===== src/rtl/parking_pkg.sv =====
// Shared definitions for the parking-lot gate arbiter and the per-gate
// barrier controllers that sit underneath it.
//   entry_state_e  : entry FSM encoding (IDLE / GRANT)
//   gate_status_e  : status codes a per-gate controller reports upward
//   DEFAULT_*      : default lot sizing used by the arbiter top
package parking_pkg;

   typedef enum logic {
      IDLE  = 1'b0,
      GRANT = 1'b1
   } entry_state_e;

   typedef enum logic [1:0] {
      GATE_IDLE     = 2'd0,
      GATE_ADMITTED = 2'd1,
      GATE_DENIED   = 2'd2,
      GATE_EXIT_ERR = 2'd3
   } gate_status_e;

   localparam int DEFAULT_CAPACITY    = 8;
   localparam int DEFAULT_HOLD_CYCLES = 4;

endpackage


===== src/rtl/parking_gate_arbiter_if.sv =====
// Bundle between the gate controllers and the lot-wide arbiter.
//   master : gate side  - drives entry_req/exit_req, observes responses
//   slave  : arbiter    - observes requests, drives grant/deny/ack/status
interface parking_gate_arbiter_if #(
   parameter int NUM_GATES = 4,
   parameter int CAPACITY  = 8
);
   localparam int OCC_W = $clog2(CAPACITY + 1);

   logic [NUM_GATES-1:0] entry_req;
   logic [NUM_GATES-1:0] exit_req;
   logic [NUM_GATES-1:0] entry_grant;
   logic [NUM_GATES-1:0] entry_deny;
   logic [NUM_GATES-1:0] exit_ack;
   logic                 exit_err;
   logic [OCC_W-1:0]     occupancy;
   logic [OCC_W-1:0]     space_available;
   logic                 full;
   logic                 empty;

   modport master (
      output entry_req, exit_req,
      input  entry_grant, entry_deny, exit_ack, exit_err,
      input  occupancy, space_available, full, empty
   );

   modport slave (
      input  entry_req, exit_req,
      output entry_grant, entry_deny, exit_ack, exit_err,
      output occupancy, space_available, full, empty
   );
endinterface


===== src/rtl/rr_arbiter.sv =====
// Combinational round-robin picker: first set bit of req at or after ptr,
// wrapping around.
//   req     : pending request vector
//   ptr     : starting search position
//   gnt     : one-hot of the selected request
//   gnt_idx : index of the selected request
//   any     : at least one request is set
module rr_arbiter #(
   parameter int N  = 4,
   parameter int IW = $clog2(N)
) (
   input  logic [N-1:0]  req,
   input  logic [IW-1:0] ptr,
   output logic [N-1:0]  gnt,
   output logic [IW-1:0] gnt_idx,
   output logic          any
);
   logic [IW-1:0] j;

   always_comb begin
      gnt     = '0;
      gnt_idx = '0;
      any     = 1'b0;
      j       = '0;
      for (int k = 0; k < N; k++) begin
         j = IW'((int'(ptr) + k) % N);
         if (!any && req[j]) begin
            any     = 1'b1;
            gnt[j]  = 1'b1;
            gnt_idx = j;
         end
      end
   end
endmodule


===== src/rtl/parking_gate_arbiter.sv =====
// Lot-wide arbiter: sole owner of the occupancy count. Picks one entry and
// one exit per cycle, round-robin within each class.
//   clk, rst_n : clock, async active-low reset
//   bus        : slave side of parking_gate_arbiter_if (requests in,
//                grant/deny/ack/err pulses and occupancy status out)
//
// Entry FSM
//   state | meaning
//   IDLE  | no gate admitted; arbitrate pending entry requests
//   GRANT | entry_grant held for the admitted gate, hold counter running
module parking_gate_arbiter
   import parking_pkg::*;
#(
   parameter int NUM_GATES   = 4,
   parameter int CAPACITY    = DEFAULT_CAPACITY,
   parameter int HOLD_CYCLES = DEFAULT_HOLD_CYCLES
) (
   input logic                   clk,
   input logic                   rst_n,
   parking_gate_arbiter_if.slave bus
);
   localparam int OCC_W  = $clog2(CAPACITY + 1);
   localparam int IDX_W  = $clog2(NUM_GATES);
   localparam int HOLD_W = (HOLD_CYCLES > 1) ? $clog2(HOLD_CYCLES) : 1;
   localparam logic [OCC_W-1:0] CAP_V = OCC_W'(CAPACITY);
   localparam logic [IDX_W-1:0] LAST  = IDX_W'(NUM_GATES - 1);

   entry_state_e         state_q, state_d;
   logic [NUM_GATES-1:0] entry_prev_q, exit_prev_q;
   logic [NUM_GATES-1:0] entry_pend_q, entry_pend_d, exit_pend_q, exit_pend_d;
   logic [IDX_W-1:0]     entry_ptr_q, entry_ptr_d, exit_ptr_q, exit_ptr_d;
   logic [HOLD_W-1:0]    hold_q, hold_d;
   logic [NUM_GATES-1:0] grant_q, grant_d, deny_q, deny_d, ack_q, ack_d;
   logic                 err_q, err_d;
   logic [OCC_W-1:0]     occ_q, occ_d, space_q, space_d;
   logic                 full_q, full_d, empty_q, empty_d;
   logic                 inc, dec;

   logic [NUM_GATES-1:0] entry_gnt, exit_gnt;
   logic [IDX_W-1:0]     entry_idx, exit_idx;
   logic                 entry_any, exit_any;

   rr_arbiter #(.N(NUM_GATES), .IW(IDX_W)) u_entry_rr (
      .req(entry_pend_q), .ptr(entry_ptr_q),
      .gnt(entry_gnt), .gnt_idx(entry_idx), .any(entry_any)
   );

   rr_arbiter #(.N(NUM_GATES), .IW(IDX_W)) u_exit_rr (
      .req(exit_pend_q), .ptr(exit_ptr_q),
      .gnt(exit_gnt), .gnt_idx(exit_idx), .any(exit_any)
   );

   always_comb begin
      state_d      = state_q;
      hold_d       = hold_q;
      grant_d      = grant_q;
      deny_d       = '0;
      ack_d        = '0;
      err_d        = 1'b0;
      entry_pend_d = entry_pend_q;
      exit_pend_d  = exit_pend_q;
      entry_ptr_d  = entry_ptr_q;
      exit_ptr_d   = exit_ptr_q;
      inc          = 1'b0;
      dec          = 1'b0;

      if (exit_any) begin
         ack_d       = exit_gnt;
         exit_pend_d = exit_pend_d & ~exit_gnt;
         exit_ptr_d  = (exit_idx == LAST) ? '0 : exit_idx + IDX_W'(1);
         // Exit from an empty lot is flagged but never wraps the count.
         if (occ_q == '0) err_d = 1'b1;
         else             dec   = 1'b1;
      end

      case (state_q)
         IDLE: begin
            if (entry_any) begin
               entry_pend_d = entry_pend_d & ~entry_gnt;
               entry_ptr_d  = (entry_idx == LAST) ? '0 : entry_idx + IDX_W'(1);
               // Decision uses pre-exit occupancy: a full lot denies even
               // if an exit is serviced in the same cycle.
               if (occ_q < CAP_V) begin
                  inc     = 1'b1;
                  grant_d = entry_gnt;
                  hold_d  = HOLD_W'(HOLD_CYCLES - 1);
                  state_d = GRANT;
               end else begin
                  deny_d = entry_gnt;
               end
            end
         end
         GRANT: begin
            if (hold_q == '0) begin
               grant_d = '0;
               state_d = IDLE;
            end else begin
               hold_d = hold_q - HOLD_W'(1);
            end
         end
         default: state_d = IDLE;
      endcase

      // New edges are OR-ed in last so an edge on a pending gate is absorbed.
      entry_pend_d = entry_pend_d | (bus.entry_req & ~entry_prev_q);
      exit_pend_d  = exit_pend_d  | (bus.exit_req  & ~exit_prev_q);

      occ_d   = occ_q + OCC_W'(inc) - OCC_W'(dec);
      space_d = CAP_V - occ_d;
      full_d  = (occ_d == CAP_V);
      empty_d = (occ_d == '0);
   end

   always_ff @(posedge clk or negedge rst_n) begin
      if (!rst_n) begin
         state_q      <= IDLE;
         entry_prev_q <= '0;
         exit_prev_q  <= '0;
         entry_pend_q <= '0;
         exit_pend_q  <= '0;
         entry_ptr_q  <= '0;
         exit_ptr_q   <= '0;
         hold_q       <= '0;
         grant_q      <= '0;
         deny_q       <= '0;
         ack_q        <= '0;
         err_q        <= 1'b0;
         occ_q        <= '0;
         space_q      <= CAP_V;
         full_q       <= 1'b0;
         empty_q      <= 1'b1;
      end else begin
         state_q      <= state_d;
         entry_prev_q <= bus.entry_req;
         exit_prev_q  <= bus.exit_req;
         entry_pend_q <= entry_pend_d;
         exit_pend_q  <= exit_pend_d;
         entry_ptr_q  <= entry_ptr_d;
         exit_ptr_q   <= exit_ptr_d;
         hold_q       <= hold_d;
         grant_q      <= grant_d;
         deny_q       <= deny_d;
         ack_q        <= ack_d;
         err_q        <= err_d;
         occ_q        <= occ_d;
         space_q      <= space_d;
         full_q       <= full_d;
         empty_q      <= empty_d;
      end
   end

   assign bus.entry_grant     = grant_q;
   assign bus.entry_deny      = deny_q;
   assign bus.exit_ack        = ack_q;
   assign bus.exit_err        = err_q;
   assign bus.occupancy       = occ_q;
   assign bus.space_available = space_q;
   assign bus.full            = full_q;
   assign bus.empty           = empty_q;
endmodule


===== src/flat_wrapper.sv =====
// flat-port wrapper written by rule: the top's interface ports become plain ports
module parking_gate_arbiter_flat import parking_pkg::*;
#(
   parameter int NUM_GATES   = 4,
   parameter int CAPACITY    = DEFAULT_CAPACITY,
   parameter int HOLD_CYCLES = DEFAULT_HOLD_CYCLES
)
  (clk, rst_n, bus_entry_req, bus_exit_req, bus_entry_grant, bus_entry_deny, bus_exit_ack, bus_exit_err, bus_occupancy, bus_space_available, bus_full, bus_empty);
  parking_gate_arbiter_if #(.NUM_GATES(NUM_GATES), .CAPACITY(CAPACITY)) bus_i ();
  input logic clk;
  input logic rst_n;
  input wire logic [$bits(bus_i.entry_req)-1:0] bus_entry_req;
  input wire logic [$bits(bus_i.exit_req)-1:0] bus_exit_req;
  output wire logic [$bits(bus_i.entry_grant)-1:0] bus_entry_grant;
  output wire logic [$bits(bus_i.entry_deny)-1:0] bus_entry_deny;
  output wire logic [$bits(bus_i.exit_ack)-1:0] bus_exit_ack;
  output wire logic [$bits(bus_i.exit_err)-1:0] bus_exit_err;
  output wire logic [$bits(bus_i.occupancy)-1:0] bus_occupancy;
  output wire logic [$bits(bus_i.space_available)-1:0] bus_space_available;
  output wire logic [$bits(bus_i.full)-1:0] bus_full;
  output wire logic [$bits(bus_i.empty)-1:0] bus_empty;
  assign bus_i.entry_req = bus_entry_req;
  assign bus_i.exit_req = bus_exit_req;
  assign bus_entry_grant = bus_i.entry_grant;
  assign bus_entry_deny = bus_i.entry_deny;
  assign bus_exit_ack = bus_i.exit_ack;
  assign bus_exit_err = bus_i.exit_err;
  assign bus_occupancy = bus_i.occupancy;
  assign bus_space_available = bus_i.space_available;
  assign bus_full = bus_i.full;
  assign bus_empty = bus_i.empty;
  parking_gate_arbiter #(.NUM_GATES(NUM_GATES), .CAPACITY(CAPACITY), .HOLD_CYCLES(HOLD_CYCLES)) u_core (.clk(clk), .rst_n(rst_n), .bus(bus_i));
endmodule

===== config.mk =====
export PLATFORM = sky130hd
export DESIGN_NAME = parking_gate_arbiter_flat
export DESIGN_NICKNAME = d
export VERILOG_FILES = /design/src/rtl/parking_pkg.sv /design/src/rtl/parking_gate_arbiter_if.sv /design/src/rtl/rr_arbiter.sv /design/src/rtl/parking_gate_arbiter.sv /design/src/flat_wrapper.sv
export SDC_FILE = /design/constraint.sdc
export NUM_CORES = 1
export LEC_CHECK = 0
export ABC_AREA = 0
export CAP_MARGIN = 15
export CORE_AREA = 2 2 98 100
export CTS_BUF_LIST = sky130_fd_sc_hd__clkbuf_2 sky130_fd_sc_hd__clkbuf_4 sky130_fd_sc_hd__clkbuf_8
export DETAILED_ROUTE_END_ITERATION = 8
export DIE_AREA = 0 0 100 102
export GPL_TIMING_DRIVEN = 0
export PLACE_DENSITY = 0.43
export REMOVE_ABC_BUFFERS = 1
export SYNTH_ARGS = -nofsm -noshare
export SYNTH_HDL_FRONTEND = slang
export SYNTH_HIERARCHICAL = 1
export SYNTH_SLANG_ARGS = --single-unit

===== constraint.sdc =====
create_clock -name clk -period 8.95 [get_ports clk]
set_input_delay 1.79 -clock clk [delete_from_list [all_inputs] [get_ports clk]]
set_output_delay 1.79 -clock clk [all_outputs]
set_load 0.02 [all_outputs]

==> results of run 1 <==
## per-layer routing
layer / vias to the layer above / track usage [%] / wire length [um]
li1: 929 / - / -
met1: 914 / 17.2 / 2790
met2: 43 / 18.2 / 2430
met3: 4 / 2.46 / 194
met4: 0 / 2.85 / 33
met5: - / 0 / 0
## metrics by stage
step	util (%)	instances	hold WS (ps)	setup slack [ps]	area, um^2
finish	34.8	382	434	4460	3170
global placement	33.6	373	423	4420	3060
floorplan	-	230	409	5200	2600
global route	34.8	382	458	3880	3170
detailed placement	33.7	374	419	4430	3070
CTS	34.8	382	435	4380	3170
## kinds of logic after synthesis
group                      count (synthesis)
AOI/OAI and AO/OA                         58
xor gates and xnor gates                   2
adders and majority gates                 20
buffers and inverters                     37
DFF                                       45
muxes                                     22
and+or+nand+nor                           55
## worst min path at each step
stage,start,to,slack [ps],cells past startpoint
after floorplan,u_core/exit_prev_q[0],u_core/exit_pend_q[0],410,1
after global placement,u_core/exit_prev_q[2],u_core/exit_pend_q[2],420,1
after detailed placement,u_core/exit_prev_q[2],u_core/exit_pend_q[2],420,1
after CTS,u_core/exit_prev_q[2],u_core/exit_pend_q[2],440,1
after global routing,u_core/exit_prev_q[0],u_core/exit_pend_q[0],460,1
final,u_core/exit_prev_q[2],u_core/exit_pend_q[2],430,1
## final cells by class
class                           instances  area (um^2)  area share [%]
Sequential cell                        45         1130            35.6
Tap cell                              111          139            4.38
Clock buffer                            6         82.6            2.61
Multi-Input combinational cell        157         1360            43.0
Inverter                               28          105            3.32
Clock inverter                          2         13.8           0.434
Timing Repair Buffer                   33          335            10.6
## cell usage after synthesis, drive strengths merged (2+ instances only)
| cell | count |
|---|---|
| a21o | 2 |
| a21oi | 2 |
| a22o | 4 |
| a22oi | 17 |
| a32o | 2 |
| and2 | 5 |
| and2b | 2 |
| and3 | 5 |
| buf | 7 |
| clkbuf | 2 |
| dfrtp | 43 |
| dfstp | 2 |
| ha | 19 |
| inv | 28 |
| mux2 | 6 |
| mux2i | 8 |
| mux4 | 8 |
| nand2 | 12 |
| nand2b | 7 |
| nor2 | 11 |
| nor2b | 4 |
| nor3 | 2 |
| nor4 | 2 |
| nor4b | 2 |
| o211ai | 2 |
| o21a | 2 |
| o21ai | 14 |
| o221ai | 2 |
| o22ai | 4 |
| o31ai | 2 |
| xnor2 | 2 |
## state kept, by name, summed over array words and instances (netlist names)
signal                      cells
u_core/bus.exit_ack             4
u_core/entry_pend_q             4
u_core/bus.full                 1
u_core/entry_ptr_q              2
u_core/hold_q                   2
u_core/bus.occupancy            3
u_core/exit_pend_q              4
u_core/bus.entry_grant          4
u_core/bus.empty                1
u_core/exit_prev_q              4
u_core/bus.exit_err             1
u_core/bus.entry_deny           4
u_core/bus.space_available      4
u_core/state_q                  1
u_core/entry_prev_q             4
u_core/exit_ptr_q               2
## critical path, stage by stage (launching register included)
cell       delay (ps)
dfrtp_1           710
inv_1             140
ha_1              380
mux4_2            400
nor3_1            100
nand2b_1          100
nor2b_1           720
nand2_1           150
ha_1              300
inv_1              60
ha_1              150
inv_1              50
fa_1              530
nand2b_1          110
a2111oi_0         390
a221oi_1          100
==> metrics.md, run 1 <==
| Metric | Value |
|---|---|
| Area Growth Syn to Fin | 18.8% |
| RSZ-0062 raised after global routing | no |
| Syn Inst Count | around 240 |
| WP data arrival | ~4700 ps |
| Post-Route Setup TNS | 0 ps |
| Clock buffer depth | 2 |
| Maximum number of pins on one net before global-route repair | 26 |
| Die width | approximately 100 um |
| Crit path to | u_core/bus.space_available[3] |
| Status | complete, no violations |
| Setup CP Type | reg -> reg |
| CTS clk-pin slew, worst paths | 100 ps |
| Initial DRT Pass Iterations | 4 |
| Post-CTS Setup Inserts | 0 |
| Worst-skew pair later-pin latency | 300 ps |
| Gpl congestion | around 0.75 |
| Worst setup EP type | register |
| Most used DFF post-synth | dfrtp_1 |
| Routed length per placed instance | roughly 14 um |
| Period utilization | around 50% |
| CP startpoint kind | register |
| EDFF count, synth | 0 |
| Vias in the first global route | 1876 |
| Least-Margin Pin Slew | between 800 and 900 ps |
| Main combinational cell family by area after synthesis | compound AO/OA/AOI/OAI gates |
| Share of cells above drive strength 1 | roughly 11% |
| Initial core utilization | between 20% and 30% |
| Final Hold Vio Count | 0 |
| I/O pins | 33 |
| Antenna fix cells | 0 |
| # nets final | 300 |
| Critical R2R Launch | u_core/entry_ptr_q[0] |
| Resized cells post-CTS | 0 |
| Flops & latches, synth | 45 |
| Fill count | 944 |
| Post-synthesis mux area share | 12.9% |
| Vias post-DR | approximately 1900 |
| Adder-cell share of the synthesized area | under 10% |
| Most common cell after layout, fill and taps aside | dfrtp_1 |
| Max Cap Viol | 0 |
| Post-synthesis simple-gate area fraction | roughly 12% |
| Worst-path fanout max | 14 |
| Slew HR | about 40% |
| Setup crit start | u_core/entry_ptr_q[0] |
| H-tree levels | 2 |
| Die span in y | slightly above 100 um |
| DIE AREA | just over 10000 um^2 |
| Final min period | around 4500 ps |
| Number of library cell types mapped by synthesis | 45 |
| Post-DP HPWL | 3.98 mm |
| Core Area | just over 9000 um^2 |
| Total Routed Length | 5.45 mm |
| Worst R2R End | u_core/bus.space_available[3] |
| Area contributors post-synth | dfrtp_1 40%, ha_1 8.9%, a22oi_1 4.8%, inv_1 3.9%, mux4_1 3.9% |
| IO Port Bufs | 32 |
| Final count of pins violating max slew | 0 |
| GRT Resource Usage Total | between 10% and 20% |
| Cts bufs inserted | 5 |
| Routed Antenna Nets | 0 |
| Compound-Gate Fraction of Synth Area | roughly 15% |
| Cts hold-fix bufs | 0 |
| Synth top area share | roughly two fifths |
| Synth Cell Area | roughly 2700 um^2 |
| Worst R2R Path Depth | 15 |
| Synthesis warning total | 6 |
| Syn Area/Cell | between 10 and 15 um^2 |
| FMAX | 223 MHz |
| # DRC | 0 |
| Setup Skew | between 15 and 20 ps |
| Sequential cell area fraction in the yosys report | roughly 42% |
| Root Driver | clkbuf_8 |
| Via-per-instance ratio | roughly 5 |
| Worst min path class | reg -> reg |
| Worst Path Required | 9160 ps |
| Most frequent cells in the layout | 43 x dfrtp_1, 31 x clkdlybuf4s50_1, 28 x inv_1 |
| TritonCTS clock tree | built |
| First-pass GRT wire length | 9.60 mm |
| Initial DRC count | around 120 |
| Number of clock sinks | 45 |
| Initial antenna violation count | 0 |
| GRT overflow | 0 |
| Yosys top cell by area | dfrtp_1 |
| Endpoints failing setup | 0 |
| R2R setup slack | 4460 ps |
| Ys async rst share | between 90% and 100% |
| XOR/XNOR Fraction of Synth Area | 0.938% |
| Row count | 35 |
Power of run 1 is not shown: default switching activity piles up to over one toggle a cycle in this logic, so the estimate is an artifact.
==> run 2: changes to the inputs <==
==> constraint.sdc (replaced) <==
create_clock -name clk -period 4.6 [get_ports clk]
set_input_delay 0.92 -clock clk [delete_from_list [all_inputs] [get_ports clk]]
set_output_delay 0.92 -clock clk [all_outputs]
set_load 0.02 [all_outputs]
==> run 2 against run 1 <==
Global-route usage stayed put. Die area stayed put. Sequential share of layout area hardly changed. Clock-buffer cell count stayed put. Hold slack hardly changed. Via count is 0.69% lower. First-iteration DRC count is 14% lower. Flip-flop and latch count stayed put. Routed wire length hardly changed. Non-clock buffer count stayed put. Critical path type unchanged. Critical endpoint unchanged.
==> metrics.md, run 2 (same netlist as run 1, synthesis figures left out) <==
| Metric | Value |
|---|---|
| Status | complete, no violations |
| Max Cap Viol | 0 |
| Area Growth Syn to Fin | 18.9% |
| Worst-skew pair later-pin latency | about 300 ps |
| TritonCTS clock tree | built |
| Root Driver | clkbuf_8 |
| Setup CP Type | reg -> reg |
| Final min period | 4040 ps |
| Reg area | between 1000 and 1500 um^2 |
| Die width | roughly 100 um |
| Post-DP HPWL | between 3 and 4 mm |
| H-tree levels | 2 |
| Die span in y | 102 um |
| Share of cells above drive strength 1 | a little under an eighth |
| Post-CTS Setup Inserts | 0 |
| Period utilization | ~88% |
| Initial core utilization | a little under 30% |
| RSZ-0062 raised after global routing | no |
| FMAX | approximately 250 MHz |
| Cts bufs inserted | 5 |
| Cts hold-fix bufs | 0 |
| Area of the multi-input gates | around 1400 um^2 |
| Antenna fix cells | 0 |
| Total Routed Length | approximately 5.4 mm |
| Endpoints failing setup | 0 |
| I/O pins | 33 |
| Maximum number of pins on one net before global-route repair | 26 |
| Post-Route Setup TNS | 0 ps |
| DIE AREA | 10200 um^2 |
| Most common cell after layout, fill and taps aside | dfrtp_1 |
| Number of clock sinks | between 40 and 50 |
| Via-per-instance ratio | roughly 5 |
| Core Area | 9110 um^2 |
| Hold slack | 434 ps |
| Vias post-DR | about 1900 |
| IO Port Bufs | 32 |
| Initial antenna violation count | 0 |
| Clock buffer depth | 2 |
| Worst min path class | reg -> reg |
| Gpl congestion | between 0.7 and 0.8 |
| Worst Path Required | a little under 5000 ps |
| Fin util | 34.8% |
| GRT overflow | 0 |
| Least-Margin Pin Slew | 629 ps |
| Initial DRC count | 107 |
| WP data arrival | approximately 4300 ps |
| Final Hold Vio Count | 0 |
| First-pass GRT wire length | 9.60 mm |
| Routed length per placed instance | around 14 um |
| CTS clk-pin slew, worst paths | ~90 ps |
| CP startpoint kind | register |
| Slew HR | 57.6% |
| GRT Resource Usage Total | 11.9% |
| # nets final | 300 |
| Row count | 35 |
| Fill count | ~940 |
| Routed Antenna Nets | 0 |
| Final count of pins violating max slew | 0 |
| Worst-path fanout max | 10 |
| Vias in the first global route | about 1900 |
| Initial DRT Pass Iterations | 4 |
| Setup Skew | between 15 and 20 ps |
| Most frequent cells in the layout | 41 x dfrtp_1, 31 x clkdlybuf4s50_1, 28 x inv_1 |
| Worst setup EP type | register |
| # DRC | 0 |
==> run 2: final timing paths <==
kind	from	to	slack [ps]	cells past startpoint
worst min-delay path	u_core/exit_prev_q[2]	u_core/exit_pend_q[2]	430	1
worst max register to register	u_core/exit_ptr_q[1]	u_core/bus.space_available[3]	560	14
max in group asynchronous	rst_n	u_core/bus.space_available[3]	3450	2
worst min register to register	u_core/exit_prev_q[2]	u_core/exit_pend_q[2]	430	1
min in group asynchronous	rst_n	u_core/entry_prev_q[2]	570	1
worst max-delay path	u_core/exit_ptr_q[1]	u_core/bus.space_available[3]	560	14
==> run 2: area by class of cell <==
type,count,share of cell area [%]
multi-input cells,157,43.1
flip-flops and latches,45,35.6
repair buffers,33,10.6
well taps,111,4.38
inverters,28,3.31
clock buffers,6,2.60
clock inverters,2,0.434
==> run 2: what timing repair did <==
action                                  4_1_cts  5_1_grt
gates resized for setup                       0        3
endpoints found under the hold margin         0        0
endpoints found under the setup margin        0        5
==> run 2: through the flow <==
step                cells  setup WS (ps)  cell area [um^2]
floorplan             230            851              2600
global placement      373           72.3              3060
detailed placement    374           79.1              3070
CTS                   382           32.1              3170
global route          382           70.9              3170
finish                382            562              3170
==> run 2: critical path: stages, from the launching register on <==
cell and delay [ps]:
dfrtp_1 530, inv_1 140, ha_1 390, mux4_2 460, nor3_1 300, nand2b_1 260
a21boi_0 200, ha_1 290, inv_1 60, ha_1 150, inv_1 50, fa_1 530
nand2b_1 110, a2111oi_0 390, a221oi_1 100
==> run 2: layer usage <==
metal	share of wire (%)	wire, um	global-route usage (%)	vias to the layer above
met2	44	2420	18.2	34
met4	0.57	31	2.85	0
met3	3.3	177	2.46	2
met5	0	0	0	-
li1	-	-	-	929
met1	52	2810	17.2	912
Power of run 2 is left out for the same reason.
==> run 3: changes to the inputs <==
--- a/config.mk
+++ b/config.mk
@@ -7,12 +7,14 @@
 export LEC_CHECK = 0
 export ABC_AREA = 0
 export CAP_MARGIN = 15
+export CELL_PAD_IN_SITES_DETAIL_PLACEMENT = 0
+export CELL_PAD_IN_SITES_GLOBAL_PLACEMENT = 1
 export CORE_AREA = 2 2 98 100
 export CTS_BUF_LIST = sky130_fd_sc_hd__clkbuf_2 sky130_fd_sc_hd__clkbuf_4 sky130_fd_sc_hd__clkbuf_8
 export DETAILED_ROUTE_END_ITERATION = 8
 export DIE_AREA = 0 0 100 102
 export GPL_TIMING_DRIVEN = 0
-export PLACE_DENSITY = 0.43
+export PLACE_DENSITY = 0.53
 export REMOVE_ABC_BUFFERS = 1
 export SYNTH_ARGS = -nofsm -noshare
 export SYNTH_HDL_FRONTEND = slang
==> run 3 against run 2 <==
Die area unchanged. Clock skew down 7.1 ps. Flip-flop and latch count unchanged. Routed wire length down 0.26%. Clock-buffer cell count down 1. Core utilization down 0.069 points. Final cell count unchanged. Global-route usage down 0.59 points. Critical path type unchanged. Highest routed layer unchanged.
==> metrics.md, run 3 (same netlist as run 1, synthesis figures left out) <==
| Metric | Value |
|---|---|
| Vias in the first global route | 1902 |
| Core Area | between 9000 and 10000 um^2 |
| Initial antenna violation count | 0 |
| GRT overflow | 0 |
| Worst-skew pair later-pin latency | 300 ps |
| Post-DP HPWL | 4.00 mm |
| Vias post-DR | between 1500 and 2000 |
| Worst min path class | reg -> reg |
| First-pass GRT wire length | around 9 mm |
| Post-Route Setup TNS | 0 ps |
| Share of cells above drive strength 1 | a little under an eighth |
| # nets final | 300 |
| Period utilization | between 80 and 90% |
| Worst-path fanout max | 10 |
| Slowest-stage cell, CP | dfrtp_1 |
| GRT Resource Usage Total | 11.3% |
| Antenna fix cells | 0 |
| Die width | 100 um |
| Initial core utilization | just under 30% |
| Row count | 35 |
| Least-Margin Pin Slew | just over 500 ps |
| DIE AREA | a little over 10000 um^2 |
| Die span in y | roughly 100 um |
| Routed length per placed instance | around 14 um |
| Final Hold Vio Count | 0 |
| Design area | between 3000 and 4000 um^2 |
| H-tree levels | 2 |
| Root Driver | clkbuf_8 |
| Most common cell after layout, fill and taps aside | dfrtp_1 |
| Worst Path Required | approximately 4800 ps |
| Fin util | a little over a third |
| WP data arrival | 4340 ps |
| Clock buffer depth | 2 |
| Max Cap Viol | 0 |
| Via-per-instance ratio | around 4.8 |
| # DRC | 0 |
| Routed Antenna Nets | 0 |
| Cell family with most CP delay | adder cells |
| Gpl congestion | 0.750 |
| CP Buf/Inv Count | 3 |
| Setup Skew | about 11 ps |
| Crit path cell chain | inv_1 > ha_1 > mux4_2 > nor3_1 > nand2b_1 > a21boi_0 > ha_1 > inv_1 > ha_1 > inv_1 > fa_1 > nand2b_1 > a2111oi_0 > a221oi_1 |
| Total Routed Length | ~5.4 mm |
| Cts bufs inserted | 5 |
| Post-Place Worst Slack | 94.3 ps |
| Number of clock sinks | 45 |
| Worst setup EP type | register |
| RSZ-0062 raised after global routing | no |
| Setup CP Type | reg -> reg |
| IO Port Bufs | 32 |
| Most frequent cells in the layout | 41 x dfrtp_1, 31 x clkdlybuf4s50_1, 28 x inv_1 |
| CTS clk-pin slew, worst paths | ~90 ps |
| Setup ws final | around 470 ps |
| TritonCTS clock tree | built |
| CP startpoint kind | register |
| Slew HR | roughly two thirds |
| Initial DRC count | between 70 and 80 |
| Status | complete, no violations |
| Worst path max stage delay | between 500 and 600 ps |
| Post-DP Area | between 3000 and 4000 um^2 |
| Endpoints failing setup | 0 |
| Maximum number of pins on one net before global-route repair | 28 |
| Cts hold-fix bufs | 0 |
| Final count of pins violating max slew | 0 |
| Area Growth Syn to Fin | 18.7% |
| Initial DRT Pass Iterations | 4 |
| FMAX | 242 MHz |
| I/O pins | 33 |
| Final min period | 4130 ps |
## run 3: cell types whose count changed in the layout (fill, tap and decap cells not counted)
cell	before	now
inv_6	0	1
clkinv_4	1	0
clkbuf_8	6	5
clkinvlp_4	0	1
## run 3: timing repair
item                                    4_1_cts  5_1_grt
endpoints found under the setup margin        0        3
buffers inserted                              0        0
resized for setup                             0        3
## run 3: final cells by class
cell class / instances / area [um^2]
tap: 111 / 139
clock buffer: 5 / 68.8
inverter: 28 / 105
sequential: 45 / 1130
timing repair buffer: 33 / 335
clock inverter: 3 / 21.3
multi-input combinational: 157 / 1370
fill: 959 / 5940
## run 3: worst reg2reg max path: cells and delay by family (launching register included)
| kind | cells | cell delay [ps] |
|---|---|---|
| adders and majority gates | 4 | 1390 |
| and+or+nand+nor | 3 | 700 |
| AOI/OAI and AO/OA | 3 | 700 |
| DFF | 1 | 540 |
| muxes | 1 | 450 |
| buffers and inverters | 3 | 270 |
## run 3: per-stage QoR
| step | hold slack (ps) | cells |
|---|---|---|
| global placement | 418 | 373 |
| detailed placement | 421 | 374 |
| floorplan | 409 | 230 |
| finish | 432 | 382 |
| CTS | 435 | 382 |
| global route | 449 | 382 |
## run 3: layer usage
layer / vias to the layer above / track usage (%) / routed length [um]
li1: 924 / - / -
met1: 892 / 15.3 / 2740
met2: 20 / 18.2 / 2490
met3: 4 / 2.53 / 152
met4: 0 / 3.16 / 45
met5: - / 0 / 0
## run 3: worst paths after layout
path                       cells after the start  slack, ps                            end                   from
setup / recovery                              14        470  u_core/bus.space_available[3]   u_core/exit_ptr_q[1]
setup reg to reg                              14        470  u_core/bus.space_available[3]   u_core/exit_ptr_q[1]
hold / removal                                 1        430          u_core/exit_pend_q[3]  u_core/exit_prev_q[3]
min in group asynchronous                      1        560      u_core/bus.entry_grant[2]                  rst_n
max in group asynchronous                      2       3460               u_core/bus.empty                  rst_n
hold reg to reg                                1        430          u_core/exit_pend_q[3]  u_core/exit_prev_q[3]
Power of run 3 is left out for the same reason.
